`config.mk`:
```
export PLATFORM = sky130hd
export DESIGN_NAME = irda_mode_switch
export DESIGN_NICKNAME = d
export VERILOG_FILES = /design/src/rtl/irda_mode_switch.sv
export SDC_FILE = /design/constraint.sdc
export NUM_CORES = 1
export LEC_CHECK = 0
export BUFFER_PORTS_ARGS = -buffer_cell sky130_fd_sc_hd__buf_2
export CELL_PAD_IN_SITES_DETAIL_PLACEMENT = 0
export CELL_PAD_IN_SITES_GLOBAL_PLACEMENT = 2
export CORE_AREA = 2 2 125 78
export CTS_CLUSTER_DIAMETER = 100
export DETAILED_ROUTE_END_ITERATION = 8
export DIE_AREA = 0 0 127 80
export PLACE_DENSITY = 0.84
export SYNTH_ARGS = -nofsm -noshare
export SYNTH_HDL_FRONTEND = slang
export SYNTH_SLANG_ARGS = --single-unit
```
`constraint.sdc`:
```
create_clock -name clk -period 9.2 [get_ports clk]
set_input_delay 0.92 -clock clk [delete_from_list [all_inputs] [get_ports clk]]
set_output_delay 0.92 -clock clk [all_outputs]
set_load 0.01 [all_outputs]
```
`src/rtl/irda_mode_switch.sv`:
```
// ---------------------------------------------------------------------------
// irda_mode_switch
//
// Takes the decoded mode bits from the IrDA master register and applies them
// to the PHY without breaking a frame. It holds the "active" configuration
// (mode, direction, loopback). A register change waits until both the TX and
// RX paths are idle, or until a timeout runs out. The new configuration is
// then loaded and a PHY reset is held for a settle window. The block also
// produces the bit/chip-rate enable for the active speed.
//
// Ports
//   clk             system clock
//   wb_rst_i        synchronous active-high reset
//   fast_mode       master reg: MIR or FIR selected (informational only)
//   mir_mode        master reg: MIR selected
//   mir_half        master reg: half-speed MIR
//   fir_mode        master reg: FIR selected
//   tx_select       master reg: 1 = transmit, 0 = receive
//   loopback_enable master reg: loopback request
//   sir_divisor     clk cycles per SIR bit (0 is treated as 1)
//   tx_busy         transmitter mid-frame
//   rx_busy         receiver mid-frame
//   active_mode     00 SIR, 01 FIR, 10 MIR half, 11 MIR full
//   active_tx       applied tx_select
//   active_lb       applied loopback
//   phy_rst         PHY pipe reset, high during settle
//   bit_tick        one-cycle rate enable
//   switch_pending  change requested, waiting for idle
//   switch_forced   one-cycle pulse when a switch was forced by timeout
//
// Busy semantics: tx_busy/rx_busy are plain levels, not a valid/ready pair.
// The switch may happen in any cycle where both are low. No acknowledge is
// returned, because the PHY reset that follows the switch is the only
// notification the pipes get.
// ---------------------------------------------------------------------------
module irda_mode_switch #(
    parameter int MIR_DIV       = 42,
    parameter int FIR_DIV       = 6,
    parameter int SETTLE_CYCLES = 16,
    parameter int WAIT_TIMEOUT  = 65535
) (
    input  logic        clk,
    input  logic        wb_rst_i,
    input  logic        fast_mode,
    input  logic        mir_mode,
    input  logic        mir_half,
    input  logic        fir_mode,
    input  logic        tx_select,
    input  logic        loopback_enable,
    input  logic [15:0] sir_divisor,
    input  logic        tx_busy,
    input  logic        rx_busy,
    output logic [1:0]  active_mode,
    output logic        active_tx,
    output logic        active_lb,
    output logic        phy_rst,
    output logic        bit_tick,
    output logic        switch_pending,
    output logic        switch_forced
);

    typedef enum logic [1:0] {
        ST_RUN       = 2'd0,
        ST_WAIT_IDLE = 2'd1,
        ST_SETTLE    = 2'd2
    } state_t;

    localparam logic [15:0] SETTLE_LAST = 16'(SETTLE_CYCLES - 1);
    localparam logic [15:0] WAIT_LAST   = 16'(WAIT_TIMEOUT - 1);
    localparam logic        TIMEOUT_EN  = (WAIT_TIMEOUT != 0);
    localparam logic [15:0] D_FIR       = 16'(FIR_DIV);
    localparam logic [15:0] D_MIR_FULL  = 16'(MIR_DIV);
    localparam logic [15:0] D_MIR_HALF  = 16'(2 * MIR_DIV);

    // The state register is kept as a named enum so checkers can bind to it.
    state_t      state;
    state_t      state_nxt;
    logic [1:0]  req_mode;
    logic        req_differs;
    logic        paths_idle;
    logic        timeout_hit;
    logic [15:0] settle_cnt;
    logic [15:0] wait_cnt;
    logic [15:0] div_cnt;
    logic [15:0] tick_div;
    logic        counting;

    // fast_mode does not take part in the decode.
    logic unused_fast;
    assign unused_fast = fast_mode;

    always_comb begin
        req_mode = 2'b00;
        if (fir_mode)
            req_mode = 2'b01;
        else if (mir_mode && mir_half)
            req_mode = 2'b10;
        else if (mir_mode)
            req_mode = 2'b11;
    end

    assign req_differs = {req_mode, tx_select, loopback_enable} !=
                         {active_mode, active_tx, active_lb};
    assign paths_idle  = !tx_busy && !rx_busy;
    assign timeout_hit = TIMEOUT_EN && (wait_cnt == WAIT_LAST);

    // The divider follows the active mode, so an in-flight frame keeps its rate
    // while a switch is pending.
    always_comb begin
        tick_div = 16'd1;
        case (active_mode)
            2'b00:   tick_div = (sir_divisor == 16'd0) ? 16'd1 : sir_divisor;
            2'b01:   tick_div = D_FIR;
            2'b10:   tick_div = D_MIR_HALF;
            default: tick_div = D_MIR_FULL;
        endcase
    end

    // A reverted request has priority, so no needless PHY reset happens.
    always_comb begin
        state_nxt = state;
        case (state)
            ST_RUN:
                if (req_differs) state_nxt = ST_WAIT_IDLE;
            ST_WAIT_IDLE:
                if (!req_differs)                 state_nxt = ST_RUN;
                else if (paths_idle || timeout_hit) state_nxt = ST_SETTLE;
            ST_SETTLE:
                if (settle_cnt == SETTLE_LAST) state_nxt = ST_RUN;
            default:
                state_nxt = ST_SETTLE;
        endcase
    end

    // The divider runs in RUN and WAIT_IDLE. It is held at zero across SETTLE,
    // and on the edge into it, so the first tick comes D cycles into RUN.
    assign counting = (state != ST_SETTLE) && (state_nxt != ST_SETTLE);

    always_ff @(posedge clk) begin
        if (wb_rst_i) begin
            state          <= ST_SETTLE;
            settle_cnt     <= 16'd0;
            wait_cnt       <= 16'd0;
            div_cnt        <= 16'd0;
            active_mode    <= 2'b00;
            active_tx      <= 1'b0;
            active_lb      <= 1'b0;
            phy_rst        <= 1'b1;
            bit_tick       <= 1'b0;
            switch_pending <= 1'b0;
            switch_forced  <= 1'b0;
        end else begin
            state          <= state_nxt;
            phy_rst        <= (state_nxt == ST_SETTLE);
            switch_pending <= (state_nxt == ST_WAIT_IDLE);
            switch_forced  <= (state == ST_WAIT_IDLE) && req_differs &&
                              !paths_idle && timeout_hit;

            settle_cnt <= (state == ST_SETTLE && state_nxt == ST_SETTLE) ?
                          settle_cnt + 16'd1 : 16'd0;
            wait_cnt   <= (state == ST_WAIT_IDLE && state_nxt == ST_WAIT_IDLE) ?
                          wait_cnt + 16'd1 : 16'd0;

            // The active tuple only changes on the edge from WAIT_IDLE into SETTLE.
            if (state == ST_WAIT_IDLE && state_nxt == ST_SETTLE) begin
                active_mode <= req_mode;
                active_tx   <= tx_select;
                active_lb   <= loopback_enable;
            end

            // Using >= means a divider that shrinks below the count wraps at once.
            if (counting) begin
                if (div_cnt >= tick_div - 16'd1) begin
                    div_cnt  <= 16'd0;
                    bit_tick <= 1'b1;
                end else begin
                    div_cnt  <= div_cnt + 16'd1;
                    bit_tick <= 1'b0;
                end
            end else begin
                div_cnt  <= 16'd0;
                bit_tick <= 1'b0;
            end
        end
    end

endmodule

```
==> summary.txt, run 1 <==
Routing
  • Drt initial violations: 271
  • DR WL/cell: 14.1 um
  • DRC Markers: 0
  • Post-DR vias/cell: 5.37
  • Final ANT Viol Nets: 0
  • Via count: 3005
  • Detailed Routing Iterations Pass 1: 5
  • Final WL: 7.92 mm

Power and ir drop
  • Power Density: 162 nW/um^2
  • Max VDD drop: 90.1 uV
  • Tot Pwr: 0.652 mW
  • P_leak: 1.45 nW

Synth
  • Post-synthesis sequential area ratio: 33.8%
  • Yosys top cell by area: dfxtp_1
  • Seq cells post-synth: 58
  • Largest cells by area after synthesis: dfxtp_1, ha_1, xor2_1
  • Synth Cell Area: 3440 um^2
  • Post-synth top flop: dfxtp_1
  • Post-synthesis cell count: 406
  • Number of synthesized flops with an enable pin: 0
  • Avg Inst Size Synth: 8.47 um^2
  • Synth Warn #: 0
  • Top post-synthesis cells by count: dfxtp_1, nor2_1, xor2_1
  • Synth unique cells: 52
  • Post-synth ARST share: 0%
  • Share of the synthesized area in the top cell type: 33.8%
  • Count leader, synth: dfxtp_1
  • Syn_nets: 455

Worst setup path
  • Worst Reg2Reg Path Length in Cells: 17
  • Most used cell, CP: ha_1
  • Internal reg-to-reg setup slack: 4.17 ns
  • CP startpoint kind: register
  • Crit end category: register
  • Slowest stage delay, CP: 0.67 ns
  • Worst EP required: 9.43 ns
  • Arrival time worst endpoint: 5.26 ns
  • WP buf/inv: 2
  • Slowest-stage cell, CP: nor2b_1
  • Critical path depth: 17
  • Worst-path cell chain: inv_1 > ha_1 > nor2b_1 > o21ai_0 > ha_1 > and4b_1 > a31o_2 > nand4_1 > nor2_1 > nor3_1 > ha_1 > a21oi_1 > nand2_1 > a221oi_1 > o21ai_1 > buf_4 > nor4b_1
  • Origin of the critical flop-to-flop path: active_mode[1]$_SDFFE_PP0P_
  • CP top delay family: simple AND/OR/NAND/NOR gates
  • Crit path kind: reg -> reg
  • CP max FO: 17
  • Reg2Reg Capture Point: div_cnt[0]$_SDFF_PP0_

Global routing
  • Initial antenna violation count: 0
  • Number of global-route vias before repair: 2764
  • All-Layer GR Usage: 17.0%
  • Overflow after GRT: 0
  • Global-route wire length before repair: 13.7 mm
  • Largest net degree at the start of global routing: 18

Clock network
  • CTS max path bufs: 2
  • Root Driver: clkbuf_16
  • Clk slew on worst S/H paths: 0.05 ns
  • H-Tree Depth: 3
  • TritonCTS clock tree: done
  • Hold buffers post-CTS: 0
  • TritonCTS Buffers: 9
  • Setup Fix Bufs, Post-CTS: 0
  • Skew-Pair Late Insertion Delay: 0.32 ns
  • Resized cells post-CTS: 0
  • Clock sink count: 58

Timing
  • Max Clock Freq: 0.199 GHz
  • Final WS setup: 4.17 ns
  • Final critical-path required period: 5.03 ns
  • Slew at the pin closest to its max-slew limit: 0.752 ns
  • Final period utilization: 54.7%
  • Max Slew Vio Count: 0
  • Setup violators final: 0
  • Final setup TNS: 0 ns
  • Final Hold Fails: 0
  • Hold Slack: 0.437 ns
  • Max_slew headroom: 49.9%
  • RSZ-0062 raised after global routing: no
  • Fin Clk Skew: 0.00875 ns

Finish
  • Area growth from synthesis to layout: 17.2%
  • Nets: 488
  • Post-route insts no fill: 560
  • FF/Latch Area: 1160 um^2
  • Fraction of layout cells with a size suffix above 1: 14.4%
  • Multi-input logic area: 2170 um^2
  • Fillers: 852
  • Antenna cell count: 0

Min path
  • Hold Crit Depth: 1
  • Hold endpoint: settle_cnt[0]$_SDFF_PP0_
  • HP Start: settle_cnt[0]$_SDFF_PP0_
  • Min-delay worst type: reg -> reg

Place
  • Post-place setup slack: 4.23 ns
  • Gpl congestion: 0.792
  • Dpl cells: 544
  • PortBufs: 32
  • Post-detail-place hpwl: 5.84 mm

Outcome
  • Status: complete, no violations

Floorplan
  • Die Y: 80 um
  • Die width: 127 um
  • Die Outline Area: 10200 um^2
  • Io pins: 34
  • Total core area: 8990 um^2
  • Initial core utilization: 38.2%
  • Row count: 27

Job
  • MaxCap Viol Count: 0
cell type report:
class | count | area share [%]
Clock inverter | 4 | 1.83
Sequential cell | 58 | 28.8
Clock buffer | 12 | 6.37
Inverter | 14 | 1.30
Multi-Input combinational cell | 323 | 53.9
Tap cell | 116 | 3.60
Timing Repair Buffer | 33 | 4.16
registers in the layout, indices dropped and copies added, names as in the netlist:
register,cells
div_cnt,16
settle_cnt,16
wait_cnt,16
active_mode,2
state,2
active_lb,1
active_tx,1
bit_tick,1
phy_rst,1
switch_forced,1
switch_pending,1
per-layer routing:
layer / up-vias / share of wire, % / GRT usage [%]
met1: 1406 / 57 / 25.9
met2: 67 / 37 / 22.0
met4: 0 / 0.37 / 4.29
met3: 2 / 5.9 / 5.70
met5: - / 0 / 0
li1: 1530 / - / -
worst max-delay path by stage:
stage / start / to / slack, ns
after floorplan: sir_divisor[7] / div_cnt[10]$_SDFF_PP0_ / 4.96
after global placement: sir_divisor[7] / div_cnt[0]$_SDFF_PP0_ / 4.11
after detailed placement: active_mode[1]$_SDFFE_PP0P_ / div_cnt[0]$_SDFF_PP0_ / 4.23
after CTS: active_mode[1]$_SDFFE_PP0P_ / div_cnt[0]$_SDFF_PP0_ / 4.22
after global routing: active_mode[1]$_SDFFE_PP0P_ / div_cnt[0]$_SDFF_PP0_ / 3.80
final: active_mode[1]$_SDFFE_PP0P_ / div_cnt[0]$_SDFF_PP0_ / 4.17
layout by cell type (no fill, tap or decap), types with 5 or more instances in the layout:
cell | netlist | layout
clkbuf_16 | 0 | 9
xnor2_1 | 24 | 24
a31oi_1 | 5 | 5
nand2b_1 | 8 | 8
nor2_1 | 56 | 56
nand3_1 | 20 | 20
inv_1 | 14 | 14
ha_1 | 23 | 23
and4_1 | 5 | 5
nor3_1 | 24 | 24
nor2b_1 | 6 | 6
buf_2 | 3 | 32
xor2_1 | 28 | 28
nand4_1 | 15 | 15
dfxtp_1 | 58 | 58
a21oi_1 | 10 | 10
o21ai_0 | 6 | 6
nand2_1 | 27 | 27
nor4_1 | 12 | 12
report_power, final:
group	switching (mW)	leakage, nW	internal (mW)
clock network	0.114	0.163	0.252
logic	0.0187	0.824	0.0141
registers	0.000857	0.468	0.253
stage by stage:
stage               utilization [%]  cell area, um^2
floorplan                         -             3440
global placement               41.1             3700
detailed placement             41.1             3700
CTS                            44.8             4030
global route                   44.8             4030
finish                         44.8             4030
cell families after synthesis:
logic type	share of synthesized area, %
DFF	33.8
buffers and inverters	3.06
and+or+nand+nor	30.2
adders and majority gates	8.37
xor gates and xnor gates	13.3
muxes	1.57
AOI/OAI and AO/OA	9.76
Power figures use the tool's default switching activity.
==> run 2, diff against run 1 <==
==> config.mk (replaced) <==
export PLATFORM = sky130hd
export DESIGN_NAME = irda_mode_switch
export DESIGN_NICKNAME = d
export VERILOG_FILES = /design/src/rtl/irda_mode_switch.sv
export SDC_FILE = /design/constraint.sdc
export NUM_CORES = 1
export LEC_CHECK = 0
export ABC_AREA = 1
export BUFFER_PORTS_ARGS = -buffer_cell sky130_fd_sc_hd__buf_2
export CELL_PAD_IN_SITES_DETAIL_PLACEMENT = 0
export CELL_PAD_IN_SITES_GLOBAL_PLACEMENT = 2
export CORE_AREA = 2 2 138 86
export CTS_CLUSTER_DIAMETER = 100
export DETAILED_ROUTE_END_ITERATION = 8
export DIE_AREA = 0 0 140 88
export PLACE_DENSITY = 0.79
export SYNTH_ARGS = -nofsm -noshare
export SYNTH_HDL_FRONTEND = slang
export SYNTH_SLANG_ARGS = --single-unit
==> constraint.sdc (replaced) <==
create_clock -name clk -period 4.8 [get_ports clk]
set_input_delay 0.48 -clock clk [delete_from_list [all_inputs] [get_ports clk]]
set_output_delay 0.48 -clock clk [all_outputs]
set_load 0.01 [all_outputs]
==> run 2 against run 1 <==
Wire length is 8.3% higher. Core utilization is 6.7 points lower. Synthesized cell count is 31% higher. Count of clock-buffer cells in the layout stayed put. Register-to-register slack worse by 3.4 ns. Global-route usage is 2.1 points lower. Fmax is 25% higher. Final cell count is 28% higher. Sequential share of layout area is 1.4 points lower. Hold slack worse by 0.075 ns. Critical path depth is 1 higher. Critical path type unchanged. Largest power group unchanged. Highest routed layer unchanged.
==> summary.txt, run 2 <==
Routing
  • DR WL/cell: 12.0 um (was 14.1 um)
  • Drt initial violations: 165 (was 271)
  • Via count: 3272 (was 3005)
  • Final ANT Viol Nets: 0 (unchanged)
  • Final WL: 8.58 mm (was 7.92 mm)
  • DRC Markers: 0 (unchanged)
  • Post-DR vias/cell: 4.58 (was 5.37)
  • Detailed Routing Iterations Pass 1: 5 (unchanged)

Floorplan
  • Row count: 30 (was 27)
  • Initial core utilization: 33.1% (was 38.2%)
  • Total core area: 11100 um^2 (was 8990 um^2)
  • Die width: 140 um (was 127 um)
  • Die Y: 88 um (was 80 um)
  • Die Outline Area: 12300 um^2 (was 10200 um^2)
  • Io pins: 34 (unchanged)

Synth
  • Largest cells by area after synthesis: dfxtp_1, nand2_1, nor2_1 (was dfxtp_1, ha_1, xor2_1)
  • Number of synthesized flops with an enable pin: 0 (unchanged)
  • Post-synth top flop: dfxtp_1 (unchanged)
  • Synth Warn #: 0 (unchanged)
  • Yosys top cell by area: dfxtp_1 (unchanged)
  • Synth Cell Area: 3670 um^2 (was 3440 um^2)
  • Avg Inst Size Synth: 6.92 um^2 (was 8.47 um^2)
  • Post-synthesis sequential area ratio: 31.7% (was 33.8%)
  • Synth unique cells: 35 (was 52)
  • Share of the synthesized area in the top cell type: 31.7% (was 33.8%)
  • Syn_nets: 579 (was 455)
  • Top post-synthesis cells by count: nand2_1, nor2_1, inv_1 (was dfxtp_1, nor2_1, xor2_1)
  • Seq cells post-synth: 58 (unchanged)
  • Count leader, synth: nand2_1 (was dfxtp_1)
  • Post-synth ARST share: 0% (unchanged)
  • Post-synthesis cell count: 530 (was 406)

Clock network
  • Resized cells post-CTS: 0 (unchanged)
  • CTS max path bufs: 2 (unchanged)
  • Skew-Pair Late Insertion Delay: 0.33 ns (was 0.32 ns)
  • H-Tree Depth: 3 (unchanged)
  • Clock sink count: 58 (unchanged)
  • TritonCTS clock tree: done (unchanged)
  • Hold buffers post-CTS: 0 (unchanged)
  • Setup Fix Bufs, Post-CTS: 0 (unchanged)
  • TritonCTS Buffers: 9 (unchanged)
  • Root Driver: clkbuf_16 (unchanged)
  • Clk slew on worst S/H paths: 0.05 ns (about the same)

Global routing
  • Initial antenna violation count: 0 (unchanged)
  • Largest net degree at the start of global routing: 18 (unchanged)
  • All-Layer GR Usage: 14.9% (was 17.0%)
  • Global-route wire length before repair: 14.5 mm (was 13.7 mm)
  • Number of global-route vias before repair: 2995 (was 2764)
  • Overflow after GRT: 0 (unchanged)

Worst setup path
  • CP startpoint kind: register (unchanged)
  • CP max FO: 17 (unchanged)
  • WP buf/inv: 2 (unchanged)
  • Most used cell, CP: nand2_1 (was ha_1)
  • Slowest-stage cell, CP: nand3_1 (was nor2b_1)
  • Worst-path cell chain: inv_1 > ha_1 > nand2_2 > inv_1 > nand2_1 > ha_1 > nand2_1 > nor2_2 > nand2_1 > nor2_1 > nand3_1 > xor2_1 > ha_1 > nand2_1 > o21ai_0 > a21oi_1 > nand3_1 > nor3_1 (was inv_1 > ha_1 > nor2b_1 > o21ai_0 > ha_1 > and4b_1 > a31o_2 > nand4_1 > nor2_1 > nor3_1 > ha_1 > a21oi_1 > nand2_1 > a221oi_1 > o21ai_1 > buf_4 > nor4b_1)
  • Crit path kind: reg -> reg (unchanged)
  • Arrival time worst endpoint: 4.25 ns (was 5.26 ns)
  • CP top delay family: simple AND/OR/NAND/NOR gates (unchanged)
  • Slowest stage delay, CP: 0.55 ns (was 0.67 ns)
  • Internal reg-to-reg setup slack: 0.78 ns (was 4.17 ns)
  • Crit end category: register (unchanged)
  • Worst EP required: 5.03 ns (was 9.43 ns)

Timing
  • Final WS setup: 0.775 ns (was 4.17 ns)
  • Max Clock Freq: 0.248 GHz (was 0.199 GHz)
  • Hold Slack: 0.361 ns (was 0.437 ns)
  • Final Hold Fails: 0 (unchanged)
  • Final setup TNS: 0 ns (unchanged)
  • Final critical-path required period: 4.02 ns (was 5.03 ns)
  • Slew at the pin closest to its max-slew limit: 0.761 ns (was 0.752 ns)
  • RSZ-0062 raised after global routing: no (unchanged)
  • Max_slew headroom: 49.2% (was 49.9%)
  • Final period utilization: 83.8% (was 54.7%)
  • Fin Clk Skew: 0.00776 ns (was 0.00875 ns)
  • Max Slew Vio Count: 0 (unchanged)
  • Setup violators final: 0 (unchanged)

Power and ir drop
  • P_leak: 1.74 nW (was 1.45 nW)
  • Tot Pwr: 1.15 mW (was 0.652 mW)
  • Max VDD drop: 156 uV (was 90.1 uV)
  • Power Density: 272 nW/um^2 (was 162 nW/um^2)

Min path
  • Min-delay worst type: in -> reg (was reg -> reg)

Place
  • Post-detail-place hpwl: 6.68 mm (was 5.84 mm)
  • PortBufs: 32 (unchanged)
  • Post-DP Area: 3960 um^2 (was 3700 um^2)
  • Gpl congestion: 0.797 (was 0.792)
  • Post-place setup slack: 0.735 ns (was 4.23 ns)

Finish
  • Most frequent cells in the layout: nand2_1, nor2_1, inv_1, dfxtp_1, xor2_1 (was dfxtp_1, nor2_1, buf_2, xor2_1, nand2_1)
  • Fin area: 4230 um^2 (was 4030 um^2)
  • Antenna cell count: 0 (unchanged)
  • Fraction of layout cells with a size suffix above 1: 12.4% (was 14.4%)
  • Biggest regs: div_cnt (16), settle_cnt (16), wait_cnt (16) (unchanged)
  • Area growth from synthesis to layout: 15.3% (was 17.2%)
  • Nets: 616 (was 488)
  • Commonest non-fill, non-tap cell in the layout: nand2_1 (was dfxtp_1)

Job
  • MaxCap Viol Count: 0 (unchanged)

Outcome
  • Status: complete, no violations (unchanged)
run 2: changes by cell type in the layout (fill, tap and decap cells not counted), moves of 8 or more:
cell	previous run	this run
nor2_1	56	84
nand2b_1	8	0
inv_1	14	69
nand3_1	20	31
xnor2_1	24	9
nand2_1	27	107
nor4_1	12	2
a21oi_1	10	19
run 2: kinds of logic after synthesis:
kind of cell / count (synthesis) / synth area share (%)
AOI/OAI and AO/OA: 43 / 6.72
xor gates and xnor gates: 42 / 10.0
adders and majority gates: 23 / 7.85
buffers and inverters: 77 / 8.67
DFF: 58 / 31.7
and+or+nand+nor: 287 / 35.1
run 2: path summary, 6_finish.rpt:
kind                               startpoint                   endpoint  cells after the start
setup / recovery  active_mode[0]$_SDFFE_PP0P_      div_cnt[0]$_SDFF_PP0_                     18
hold / removal                       wb_rst_i  switch_pending$_SDFF_PP0_                      2
setup reg to reg  active_mode[0]$_SDFFE_PP0P_      div_cnt[0]$_SDFF_PP0_                     18
hold reg to reg      settle_cnt[0]$_SDFF_PP0_   settle_cnt[0]$_SDFF_PP0_                      1
run 2: final cells by class:
class	instances	area, um^2
Inverter	71	267
Tap cell	144	180
Fill cell	1182	6850
Clock inverter	3	15.0
Multi-Input combinational cell	395	2190
Clock buffer	12	256
Sequential cell	58	1160
Timing Repair Buffer	32	160
run 2: stage by stage:
step,instances,util (%)
after CTS,715,38.2
after detailed placement,700,35.7
after floorplan,530,-
after global placement,700,35.7
final,715,38.2
after global routing,715,38.2
run 2: report_power, final:
part | total (mW) | internal, mW | switching [mW] | leakage [nW]
Clock | 0.589 | 0.371 | 0.218 | 0.138
Sequential | 0.486 | 0.484 | 0.00147 | 0.468
Combinational | 0.0726 | 0.0269 | 0.0457 | 1.13
run 2: routing by layer:
metal	up-vias	routed length (um)	track usage [%]
li1	1766	-	-
met1	1440	5140	22.8
met2	58	3040	20.0
met3	8	318	4.16
met4	0	84	4.13
met5	-	0	0
==> run 3, diff against run 2 <==
==> constraint.sdc (replaced) <==
create_clock -name clk -period 3.77 [get_ports clk]
set_input_delay 0.377 -clock clk [delete_from_list [all_inputs] [get_ports clk]]
set_output_delay 0.377 -clock clk [all_outputs]
set_load 0.01 [all_outputs]
==> run 3 against run 2 <==
Die area stayed put. Wire length is 2.1% lower. Highest routed layer unchanged. Combinational power is 29% higher. Clock power is 34% higher. Setup slack worse by 0.38 ns. Critical endpoint is now div_cnt[15]$_SDFF_PP0_. Largest power group unchanged. Fmax is 19% higher. Hold slack worse by 0.089 ns. Core utilization is 0.38 points higher.
==> summary.txt, run 3 (synthesis gave the netlist of run 2 again) <==
Power and ir drop
  • P_leak: 1.76 nW (was 1.74 nW)
  • Power Density: 352 nW/um^2 (was 272 nW/um^2)
  • Max VDD drop: 219 uV (was 156 uV)

Floorplan
  • Io pins: 34 (unchanged)
  • Total core area: 11100 um^2 (unchanged)
  • Die Outline Area: 12300 um^2 (unchanged)
  • Die width: 140 um (unchanged)
  • Row count: 30 (unchanged)
  • Die Y: 88 um (unchanged)
  • Initial core utilization: 33.1% (unchanged)

Timing
  • Max_slew headroom: 72.8% (was 49.2%)
  • Final period utilization: 89.4% (was 83.8%)
  • Hold Slack: 0.273 ns (was 0.361 ns)
  • Setup violators final: 0 (unchanged)
  • Final setup TNS: 0 ns (unchanged)
  • RSZ-0062 raised after global routing: no (unchanged)
  • Max Slew Vio Count: 0 (unchanged)
  • Fin Clk Skew: 0.00808 ns (was 0.00776 ns)
  • Slew at the pin closest to its max-slew limit: 0.406 ns (was 0.761 ns)
  • Max Clock Freq: 0.297 GHz (was 0.248 GHz)
  • Final Hold Fails: 0 (unchanged)
  • Final critical-path required period: 3.37 ns (was 4.02 ns)

Clock network
  • Skew-Pair Late Insertion Delay: 0.32 ns (was 0.33 ns)
  • CTS max path bufs: 2 (unchanged)
  • H-Tree Depth: 3 (unchanged)
  • Clk slew on worst S/H paths: 0.05 ns (about the same)
  • TritonCTS clock tree: done (unchanged)
  • TritonCTS Buffers: 9 (unchanged)
  • Clock sink count: 58 (unchanged)
  • Root Driver: clkbuf_16 (unchanged)
  • Hold buffers post-CTS: 0 (unchanged)

Routing
  • Post-DR vias/cell: 4.50 (was 4.58)
  • Final ANT Viol Nets: 0 (unchanged)
  • Drt initial violations: 173 (was 165)
  • DR WL/cell: 11.7 um (was 12.0 um)
  • DRC Markers: 0 (unchanged)
  • Via count: 3232 (was 3272)
  • Final WL: 8.40 mm (was 8.58 mm)
  • Detailed Routing Iterations Pass 1: 4 (was 5)

Global routing
  • Number of global-route vias before repair: 3007 (was 2995)
  • Largest net degree at the start of global routing: 18 (unchanged)
  • All-Layer GR Usage: 14.8% (was 14.9%)
  • Global-route wire length before repair: 14.5 mm (about the same)
  • Initial antenna violation count: 0 (unchanged)
  • Overflow after GRT: 0 (unchanged)

Worst setup path
  • Worst EP required: 4.00 ns (was 5.03 ns)
  • Origin of the critical flop-to-flop path: active_mode[0]$_SDFFE_PP0P_ (unchanged)
  • CP startpoint kind: register (unchanged)
  • CP Launch Point: active_mode[0]$_SDFFE_PP0P_ (unchanged)
  • Crit end category: register (unchanged)
  • Arrival time worst endpoint: 3.61 ns (was 4.25 ns)
  • CP max FO: 17 (unchanged)
  • Crit path kind: reg -> reg (unchanged)

Finish
  • Fraction of layout cells with a size suffix above 1: 12.9% (was 12.4%)
  • Antenna cell count: 0 (unchanged)
  • Nets: 619 (was 616)
  • Most frequent cells in the layout: nand2_1, nor2_1, inv_1, dfxtp_1, xor2_1 (unchanged)
  • Biggest regs: div_cnt (16), settle_cnt (16), wait_cnt (16) (unchanged)
  • Commonest non-fill, non-tap cell in the layout: nand2_1 (unchanged)
  • Area growth from synthesis to layout: 16.5% (was 15.3%)

Outcome
  • Status: complete, no violations (unchanged)

Job
  • MaxCap Viol Count: 0 (unchanged)

Place
  • Gpl congestion: 0.794 (was 0.797)
  • Post-detail-place hpwl: 6.59 mm (was 6.68 mm)
  • PortBufs: 32 (unchanged)

Min path
  • Min-delay worst type: in -> reg (unchanged)
  • HP Start: wb_rst_i (unchanged)
==> run 3: layout make-up <==
cell class	instances	area, um^2
fill	1171	6800
multi-input combinational	395	2190
sequential	58	1160
inverter	71	267
clock buffer	12	246
timing repair buffer	35	183
tap	144	180
clock inverter	3	40.0
==> run 3: power breakdown <==
part | switching [mW] | total, mW | internal, mW
Clock | 0.267 | 0.790 | 0.523
Combinational | 0.0587 | 0.0937 | 0.0350
Sequential | 0.00186 | 0.618 | 0.617
Total | 0.328 | 1.50 | 1.17
==> run 3: through the flow <==
stage | worst slack, ns | total power [mW] | cells | utilization (%) | cell area, um^2
6_report | 0.398 | 1.50 | 718 | 38.6 | 4270
5_1_grt | 0.0235 | 1.58 | 718 | 38.6 | 4270
4_1_cts | 0.354 | 1.52 | 718 | 38.5 | 4260
3_5_place_dp | 0.369 | 0.724 | 703 | 35.9 | 3980
3_3_place_gp | 0.414 | 0.723 | 703 | 35.9 | 3980
2_1_floorplan | 0.456 | 0.692 | 530 | - | 3670
==> run 3: per-layer routing <==
metal / share of wire, % / vias to the layer above / track usage [%]
li1: - / 1774 / -
met5: 0 / - / 0
met2: 35 / 51 / 19.5
met1: 61 / 1398 / 22.5
met3: 3.3 / 9 / 4.48
met4: 1.1 / 0 / 4.13
==> run 3: what timing repair did <==
item,4_1_cts,5_1_grt
buffers inserted,0,0
gates resized for setup,0,1
setup endpoints to repair,0,11
==> run 3: worst max-delay path: stages (launching register included) <==
cell and delay [ns]:
dfxtp_1 0.42, inv_1 0.12, ha_1 0.25, buf_4 0.18, inv_2 0.04, nor2_1 0.05, a21oi_2 0.29, nand2_1 0.15
nor2_1 0.12, nand2_1 0.07, nor2_2 0.17, xor2_1 0.24, ha_1 0.28, nand2_1 0.06, inv_1 0.03, nor2_1 0.07
o21ai_0 0.08, a21oi_1 0.15, nand3_1 0.09, buf_4 0.20, nor3_1 0.20
==> run 3: worst paths after layout <==
| check | end | slack [ns] | cells after the start |
|---|---|---|---|
| worst max-delay path | div_cnt[15]$_SDFF_PP0_ | 0.40 | 20 |
| worst min-delay path | switch_pending$_SDFF_PP0_ | 0.27 | 2 |
| worst min register to register | wait_cnt[0]$_SDFF_PP0_ | 0.46 | 1 |
| worst max register to register | div_cnt[15]$_SDFF_PP0_ | 0.40 | 20 |
